--- src/rtl/sha256_msg_padder.sv ---
// -----------------------------------------------------------------------------
// sha256_msg_padder
//
// Upstream feeder for a SHA-256 hash core. Takes a message as a byte stream,
// packs it big-endian into 512-bit blocks and applies the standard SHA-256
// padding: a 0x80 marker byte, zero fill, then the 64-bit message bit-length
// in the last eight bytes of the final block. Blocks are presented one at a
// time. blk_first tells the core to load the IV. blk_last tells it that the
// digest is final.
//
// Ports:
//   clk        in   1    clock
//   reset      in   1    asynchronous, active-high reset
//   in_data    in   8    message byte
//   in_valid   in   1    in_data/in_keep/in_last valid
//   in_keep    in   1    1 = in_data is a real byte. 0 = no byte. keep=0 is
//                        only meaningful with in_last (zero-length message).
//   in_last    in   1    final beat of the message
//   in_ready   out  1    padder accepts a beat this cycle
//   blk_data   out  512  padded block. Byte 0 is at [511:504], byte 63 at [7:0].
//   blk_valid  out  1    blk_data valid
//   blk_ready  in   1    consumer accepts the block
//   blk_first  out  1    block is the first block of its message
//   blk_last   out  1    block is the final block (carries the length field)
// -----------------------------------------------------------------------------
module sha256_msg_padder #(
    parameter int LEN_W = 64
) (
    input  logic         clk,
    input  logic         reset,
    input  logic [7:0]   in_data,
    input  logic         in_valid,
    input  logic         in_keep,
    input  logic         in_last,
    output logic         in_ready,
    output logic [511:0] blk_data,
    output logic         blk_valid,
    input  logic         blk_ready,
    output logic         blk_first,
    output logic         blk_last
);

    typedef enum logic [1:0] {
        FILL = 2'd0,
        PAD  = 2'd1,
        OUT  = 2'd2,
        LEN  = 2'd3
    } state_t;

    state_t             state_reg;
    state_t             state_next;

    // The block buffer doubles as the output register. It is only written in
    // FILL, PAD and LEN, so it stays stable for the whole of OUT.
    logic [511:0]       blk_reg;
    logic [5:0]         idx_reg;
    logic [LEN_W-1:0]   bitlen_reg;
    logic               first_pend_reg;
    logic               final_reg;
    logic               need_len_reg;
    // The last byte of the message landed in byte 63. The marker byte must
    // therefore start the next block.
    logic               wrap_reg;

    logic               accept;
    logic               idx_full;
    logic [5:0]         m_pos;
    logic               len_fits;
    logic [511:0]       pad_blk;

    // Gate ready with reset so that no beat appears accepted while reset is
    // held. State already sits in FILL during reset.
    assign in_ready  = (state_reg == FILL) && !reset;
    assign accept    = in_valid && in_ready;
    assign idx_full  = (idx_reg == 6'd63);

    assign blk_data  = blk_reg;
    assign blk_valid = (state_reg == OUT);
    assign blk_first = (state_reg == OUT) && first_pend_reg;
    assign blk_last  = (state_reg == OUT) && final_reg;

    // Pad image of the current buffer. Bytes before the marker are kept. The
    // marker is 0x80. Later bytes are zero, except that the length field
    // occupies bytes 56..63 whenever the marker leaves room for it.
    assign m_pos    = wrap_reg ? 6'd0 : idx_reg;
    assign len_fits = (m_pos <= 6'd55);

    generate
        for (genvar gi = 0; gi < 64; gi++) begin : g_pad
            if (gi >= 56) begin : g_len_byte
                assign pad_blk[8*(63-gi) +: 8] =
                    (m_pos >  6'(gi)) ? blk_reg[8*(63-gi) +: 8] :
                    (m_pos == 6'(gi)) ? 8'h80 :
                    len_fits          ? bitlen_reg[8*(63-gi) +: 8] :
                                        8'h00;
            end else begin : g_data_byte
                assign pad_blk[8*(63-gi) +: 8] =
                    (m_pos >  6'(gi)) ? blk_reg[8*(63-gi) +: 8] :
                    (m_pos == 6'(gi)) ? 8'h80 :
                                        8'h00;
            end
        end
    endgenerate

    // State register
    always_ff @(posedge clk or posedge reset) begin
        if (reset) begin
            state_reg <= FILL;
        end else begin
            state_reg <= state_next;
        end
    end

    // Next-state logic
    always_comb begin
        state_next = state_reg;
        case (state_reg)
            FILL: begin
                if (accept) begin
                    if (in_last) begin
                        // A full final block goes out as plain data first.
                        state_next = (in_keep && idx_full) ? OUT : PAD;
                    end else if (in_keep && idx_full) begin
                        state_next = OUT;
                    end
                end
            end
            PAD: state_next = OUT;
            OUT: begin
                if (blk_ready) begin
                    if (final_reg)         state_next = FILL;
                    else if (need_len_reg) state_next = LEN;
                    else if (wrap_reg)     state_next = PAD;
                    else                   state_next = FILL;
                end
            end
            LEN: state_next = OUT;
            default: state_next = FILL;
        endcase
    end

    // Datapath
    always_ff @(posedge clk or posedge reset) begin
        if (reset) begin
            blk_reg        <= '0;
            idx_reg        <= '0;
            bitlen_reg     <= '0;
            first_pend_reg <= 1'b1;
            final_reg      <= 1'b0;
            need_len_reg   <= 1'b0;
            wrap_reg       <= 1'b0;
        end else begin
            case (state_reg)
                FILL: begin
                    if (accept && in_keep) begin
                        // Byte idx lives at bit offset 8*(63-idx). For a
                        // 6-bit idx, 63-idx equals ~idx.
                        blk_reg[{~idx_reg, 3'b000} +: 8] <= in_data;
                        idx_reg    <= idx_reg + 6'd1;
                        bitlen_reg <= bitlen_reg + LEN_W'(8);
                        if (in_last && idx_full) begin
                            wrap_reg <= 1'b1;
                        end
                    end
                end
                PAD: begin
                    blk_reg      <= pad_blk;
                    final_reg    <= len_fits;
                    need_len_reg <= !len_fits;
                    wrap_reg     <= 1'b0;
                end
                OUT: begin
                    if (blk_ready) begin
                        first_pend_reg <= 1'b0;
                        if (final_reg) begin
                            idx_reg        <= '0;
                            bitlen_reg     <= '0;
                            first_pend_reg <= 1'b1;
                            final_reg      <= 1'b0;
                        end else if (!need_len_reg) begin
                            // Covers both the plain data block and the wrap
                            // case. The wrapped pad block starts at byte 0.
                            idx_reg <= '0;
                        end
                    end
                end
                LEN: begin
                    blk_reg      <= {{(512-LEN_W){1'b0}}, bitlen_reg};
                    final_reg    <= 1'b1;
                    need_len_reg <= 1'b0;
                end
                default: ;
            endcase
        end
    end

endmodule

--- config.mk ---
export PLATFORM = sky130hd
export DESIGN_NAME = sha256_msg_padder
export DESIGN_NICKNAME = d
export VERILOG_FILES = /design/src/rtl/sha256_msg_padder.sv
export SDC_FILE = /design/constraint.sdc
export NUM_CORES = 1
export LEC_CHECK = 0
export ABC_CLOCK_PERIOD_IN_PS = 21000
export CAP_MARGIN = 5
export CELL_PAD_IN_SITES_DETAIL_PLACEMENT = 1
export CELL_PAD_IN_SITES_GLOBAL_PLACEMENT = 2
export CORE_MARGIN = 5
export CORE_UTILIZATION = 33
export CTS_CLUSTER_DIAMETER = 120
export CTS_CLUSTER_SIZE = 28
export DETAILED_ROUTE_END_ITERATION = 6
export GPL_TIMING_DRIVEN = 0
export HOLD_SLACK_MARGIN = 0.08
export PLACE_DENSITY = 0.8
export SETUP_SLACK_MARGIN = 0.3
export SYNTH_ARGS = -nofsm -noshare
export SYNTH_HDL_FRONTEND = slang
export SYNTH_SLANG_ARGS = --single-unit
--- constraint.sdc ---
create_clock -name clk -period 21 [get_ports clk]
set_clock_uncertainty 0.15 [all_clocks]
set_input_delay 3.15 -clock clk [delete_from_list [all_inputs] [get_ports clk]]
set_output_delay 3.15 -clock clk [all_outputs]
set_load 0.1 [all_outputs]
==> summary.md <==
| Metric | Value |
|---|---|
| End of the critical path | in_ready |
| Synth Flop Type | dfrtp_1 |
| Crit-path leading delay family | buffers and inverters |
| Starting density of the core | 33.3% |
| Total CTS buffers | 26 |
| Total Routed Length | approximately 140 mm |
| R2r setup slk | 15.96 ns |
| DR WL/cell | 33.9 um |
| Clock Pin Slew Worst Setup and Hold Paths | 0.11 ns |
| Data required time at the worst endpoint | 17.70 ns |
| Die W | 292 um |
| Switching Share | roughly 46% |
| Hold WC Path Type | reg2reg |
| Startpoint Class | input port |
| Syn. warnings | 0 |
| Final cycle utilization of the critical path | 42.7% |
| Share of layout cells above drive strength 1 | 8.62% |
| Sw power | 1400 uW |
| Peak supply drop | 141 uV |
| Post-Syn Instances | about 2,400 |
| RD Place Congestion | 0.978 |
| Run status | finished clean |
| Seq pwr share | 40.5% |
| Setup-failing EPs final | 0 |
| Fill cells | 8,542 |
| Placed cell area | 0.0331 sq mm |
| Drt pass-1 iters | 5 |
| CTS tree | done |
| Final ANT Viol Nets | 0 |
| Flops & latches, synth | 585 |
| Gr ovfl total | 0 |
| Power density cells | 90.4 mW/mm^2 |
| Max_cap viols | 0 |
| RSZ-0062 raised after global routing | false |
| Max Slew Vio Count | 0 |
| CP dominant cell by count | clkdlybuf4s50_1 |
| CTS Hold Bufs | 0 |
| Max_slew headroom | 3.44% |
| Largest net degree at the start of global routing | 133 |
| Vias in the first global route | 24,800 |
| Netlist cell types | 100 |
| Synth Cell Area | 0.0263 sq mm |
| Setup CP Type | in2out |
| Post-CTS sizing | 0 |
| Post-synthesis average cell area | 11.1 sq um |
| DR vias/cell | between 6 and 7 |
| Total negative slack | 0 ns |
| CP max FO | 5 |
| Leak | 0.0141 uW |
| CP startpoint | reset |
| Std cell rows | 103 |
| Core Area | 0.0790 sq mm |
| Reg2reg path depth | 11 |
| Final instance area | 0.0339 sq mm |
| Post-synth EDFFs | 0 |
| CTS Sinks | 585 |
| Slew @ Worst Pin | 1.44 ns |
| DIE HEIGHT | 292 um |
| RR Startpoint | idx_reg[0]$_DFFE_PP0P_ |
| CP bufs+invs | 2 |
| Worst path depth | 3 |
| NumNets Final | approximately 2,900 |
| Slowest CP cell | clkdlybuf4s50_1 |
| CP peak stage delay | 1.26 ns |
| Max reg flops | 512 |
| Synthesized netlist net count | 2,385 |
| Area Growth Syn to Fin | 28.8% |
| CTS Root Cell | clkbuf_16 |
| Comb power frac | 38.4% |
| Vias | 24,000 |
| Setup bufs post-CTS | 0 |
| Worst Setup End Kind | primary output |
| DR iter-0 viols | 2,122 |
| Reg-to-Reg End | blk_data[231]$_DFFE_PP0P_ |
| Worst Path Arrival | 5.66 ns |
| Tot GR Track Use | between 30% and 40% |
| Power share of the clock group | 21.0% |
| Overall die area | between 0.08 and 0.09 sq mm |
| Drc violations | 0 |
| Clock Latency Late Sink | 0.63 ns |
| Min Tclk post-route | around 9 ns |
| Seq/Total Area, Yosys | 55.7% |
| Buffers added on ports | 528 |
| Worst path cell trace | clkdlybuf4s50_1 > nor3_1 > clkdlybuf4s50_1 |
| Synth async-reset ratio | 100% |
| Io pins | 530 |
| Achievable frequency | 112 MHz |
| Final hold vios | 0 |
| Cell internal pwr | 1660 uW |
| Longest Clk Path Bufs | 3 |
| First-pass GRT wire length | 190 mm |
| Design Power | 3060 uW |
| Dpl hpwl | 103 mm |
| Initial antenna violation count | 5 |
| H-tree depth | 1 |
## worst register-to-register path, stage by stage, from the launching register on
cell and delay, ns:
dfrtp_1 0.49, buf_4 0.24, inv_1 0.23, clkbuf_1 0.72, ha_1 0.41, clkbuf_1 0.33, nor2_1 0.91, nand3_1 0.30
buf_2 0.31, o21ai_1 0.17, nand2_1 0.24, mux2_1 0.42
## synth_stat cells (14+ instances only)
| library cell | instances | area [sq um] |
|---|---|---|
| xnor2_1 | 31 | 272 |
| nor3_1 | 37 | 185 |
| or3_1 | 26 | 163 |
| nand3_1 | 60 | 300 |
| a32oi_1 | 20 | 175 |
| nor2b_1 | 23 | 144 |
| dfrtp_1 | 584 | 14600 |
| xor2_1 | 23 | 201 |
| and3_1 | 14 | 87.6 |
| mux2_1 | 21 | 236 |
| nand4_1 | 32 | 200 |
| a22o_1 | 269 | 2360 |
| o2bb2ai_1 | 77 | 674 |
| a22oi_1 | 17 | 128 |
| buf_2 | 51 | 255 |
| mux2_2 | 49 | 552 |
| o22ai_1 | 40 | 250 |
| nor2_1 | 221 | 830 |
| nand2_1 | 220 | 826 |
| clkbuf_1 | 63 | 236 |
| a32o_1 | 26 | 260 |
| o21ai_0 | 100 | 500 |
| a21oi_1 | 71 | 355 |
| inv_1 | 21 | 78.8 |
## cell usage in the layout, fill, tap and decap left out, types with 14 or more instances in the layout
cell type        synthesis  layout
a21oi_1                 71      71
a22o_1                 269     269
a22oi_1                 17      17
a32o_1                  26      26
a32oi_1                 20      20
and3_1                  14      14
buf_2                   51      51
clkbuf_1                63      71
clkbuf_16                0      27
clkdlybuf4s50_1          0     528
dfrtp_1                584     584
inv_1                   21      20
mux2_1                  21      21
mux2_2                  49      49
nand2_1                220     220
nand3_1                 60      60
nand4_1                 32      32
nor2_1                 221     221
nor2b_1                 23      23
nor3_1                  37      37
o21ai_0                100     100
o22ai_1                 40      40
o2bb2ai_1               77      77
or3_1                   26      26
xnor2_1                 31      31
xor2_1                  23      23
## cell families (layout without fill, tap and decap cells)
group	after synthesis	after routing	synth area share, %
AO/OA/AOI/OAI	752	752	22.5
XOR/XNOR	55	55	1.90
adder cells (fa/ha/maj)	4	4	0.190
buffers and inverters	164	742	3.04
flip-flops	585	585	55.7
multiplexers	77	77	3.32
other	0	2	0
AND/OR/NAND/NOR	730	730	13.4
## power by group through the flow
| stage | combinational [uW] | clock [uW] | sequential (uW) |
|---|---|---|---|
| final | 1180 | 644 | 1240 |
| after global routing | 1210 | 696 | 1250 |
| after CTS | 1170 | 658 | 1240 |
| after detailed placement | 1160 | 0 | 1260 |
| after global placement | 1150 | 0 | 1260 |
| after floorplan | 384 | 0 | 1610 |
## stage by stage
| stage | worst slack (ns) | hold WS [ns] | utilization (%) | std cells |
|---|---|---|---|---|
| 2_1_floorplan | 1.33 | 0.341 | - | 2367 |
| 3_3_place_gp | -5.12 | 0.311 | 41.6 | 3945 |
| 3_5_place_dp | 12.12 | 0.319 | 41.9 | 3952 |
| 4_1_cts | 12.10 | 0.345 | 42.9 | 3994 |
| 5_1_grt | 12.03 | 0.367 | 42.9 | 3995 |
| 6_report | 12.04 | 0.346 | 42.9 | 3997 |
## worst min path at each step
stage | from | to | slack, ns | cells after the start
2_1_floorplan | first_pend_reg$_DFFE_PP1P_ | first_pend_reg$_DFFE_PP1P_ | 0.34 | 1
3_3_place_gp | blk_data[376]$_DFFE_PP0P_ | blk_data[376]$_DFFE_PP0P_ | 0.31 | 2
3_5_place_dp | blk_data[232]$_DFFE_PP0P_ | blk_data[232]$_DFFE_PP0P_ | 0.32 | 1
4_1_cts | blk_data[232]$_DFFE_PP0P_ | blk_data[232]$_DFFE_PP0P_ | 0.34 | 1
5_1_grt | blk_data[296]$_DFFE_PP0P_ | blk_data[296]$_DFFE_PP0P_ | 0.37 | 1
6_report | blk_data[232]$_DFFE_PP0P_ | blk_data[232]$_DFFE_PP0P_ | 0.35 | 1
## routing by layer
metal  wire length [um]  vias up  GRT usage, %
met4               6260        0          11.2
met2              64100     1108          50.5
li1                   -     9927             -
met5                  0        -             0
met1              55400    12700          39.8
met3               9640      246          4.98
## layout make-up
cell class / count / area [sq um] / area share, %
clock inverters: 5 / 71.3 / 0.210
clock buffers: 37 / 733 / 2.16
plain buffers: 143 / 721 / 2.13
inverters: 21 / 86.3 / 0.255
repair buffers: 536 / 5450 / 16.1
diodes: 2 / 5.00 / 0.0148
flip-flops and latches: 585 / 14600 / 43.2
well taps: 1050 / 1310 / 3.88
multi-input cells: 1618 / 10900 / 32.1
No activity file was read; power rests on OpenSTA's default activity.
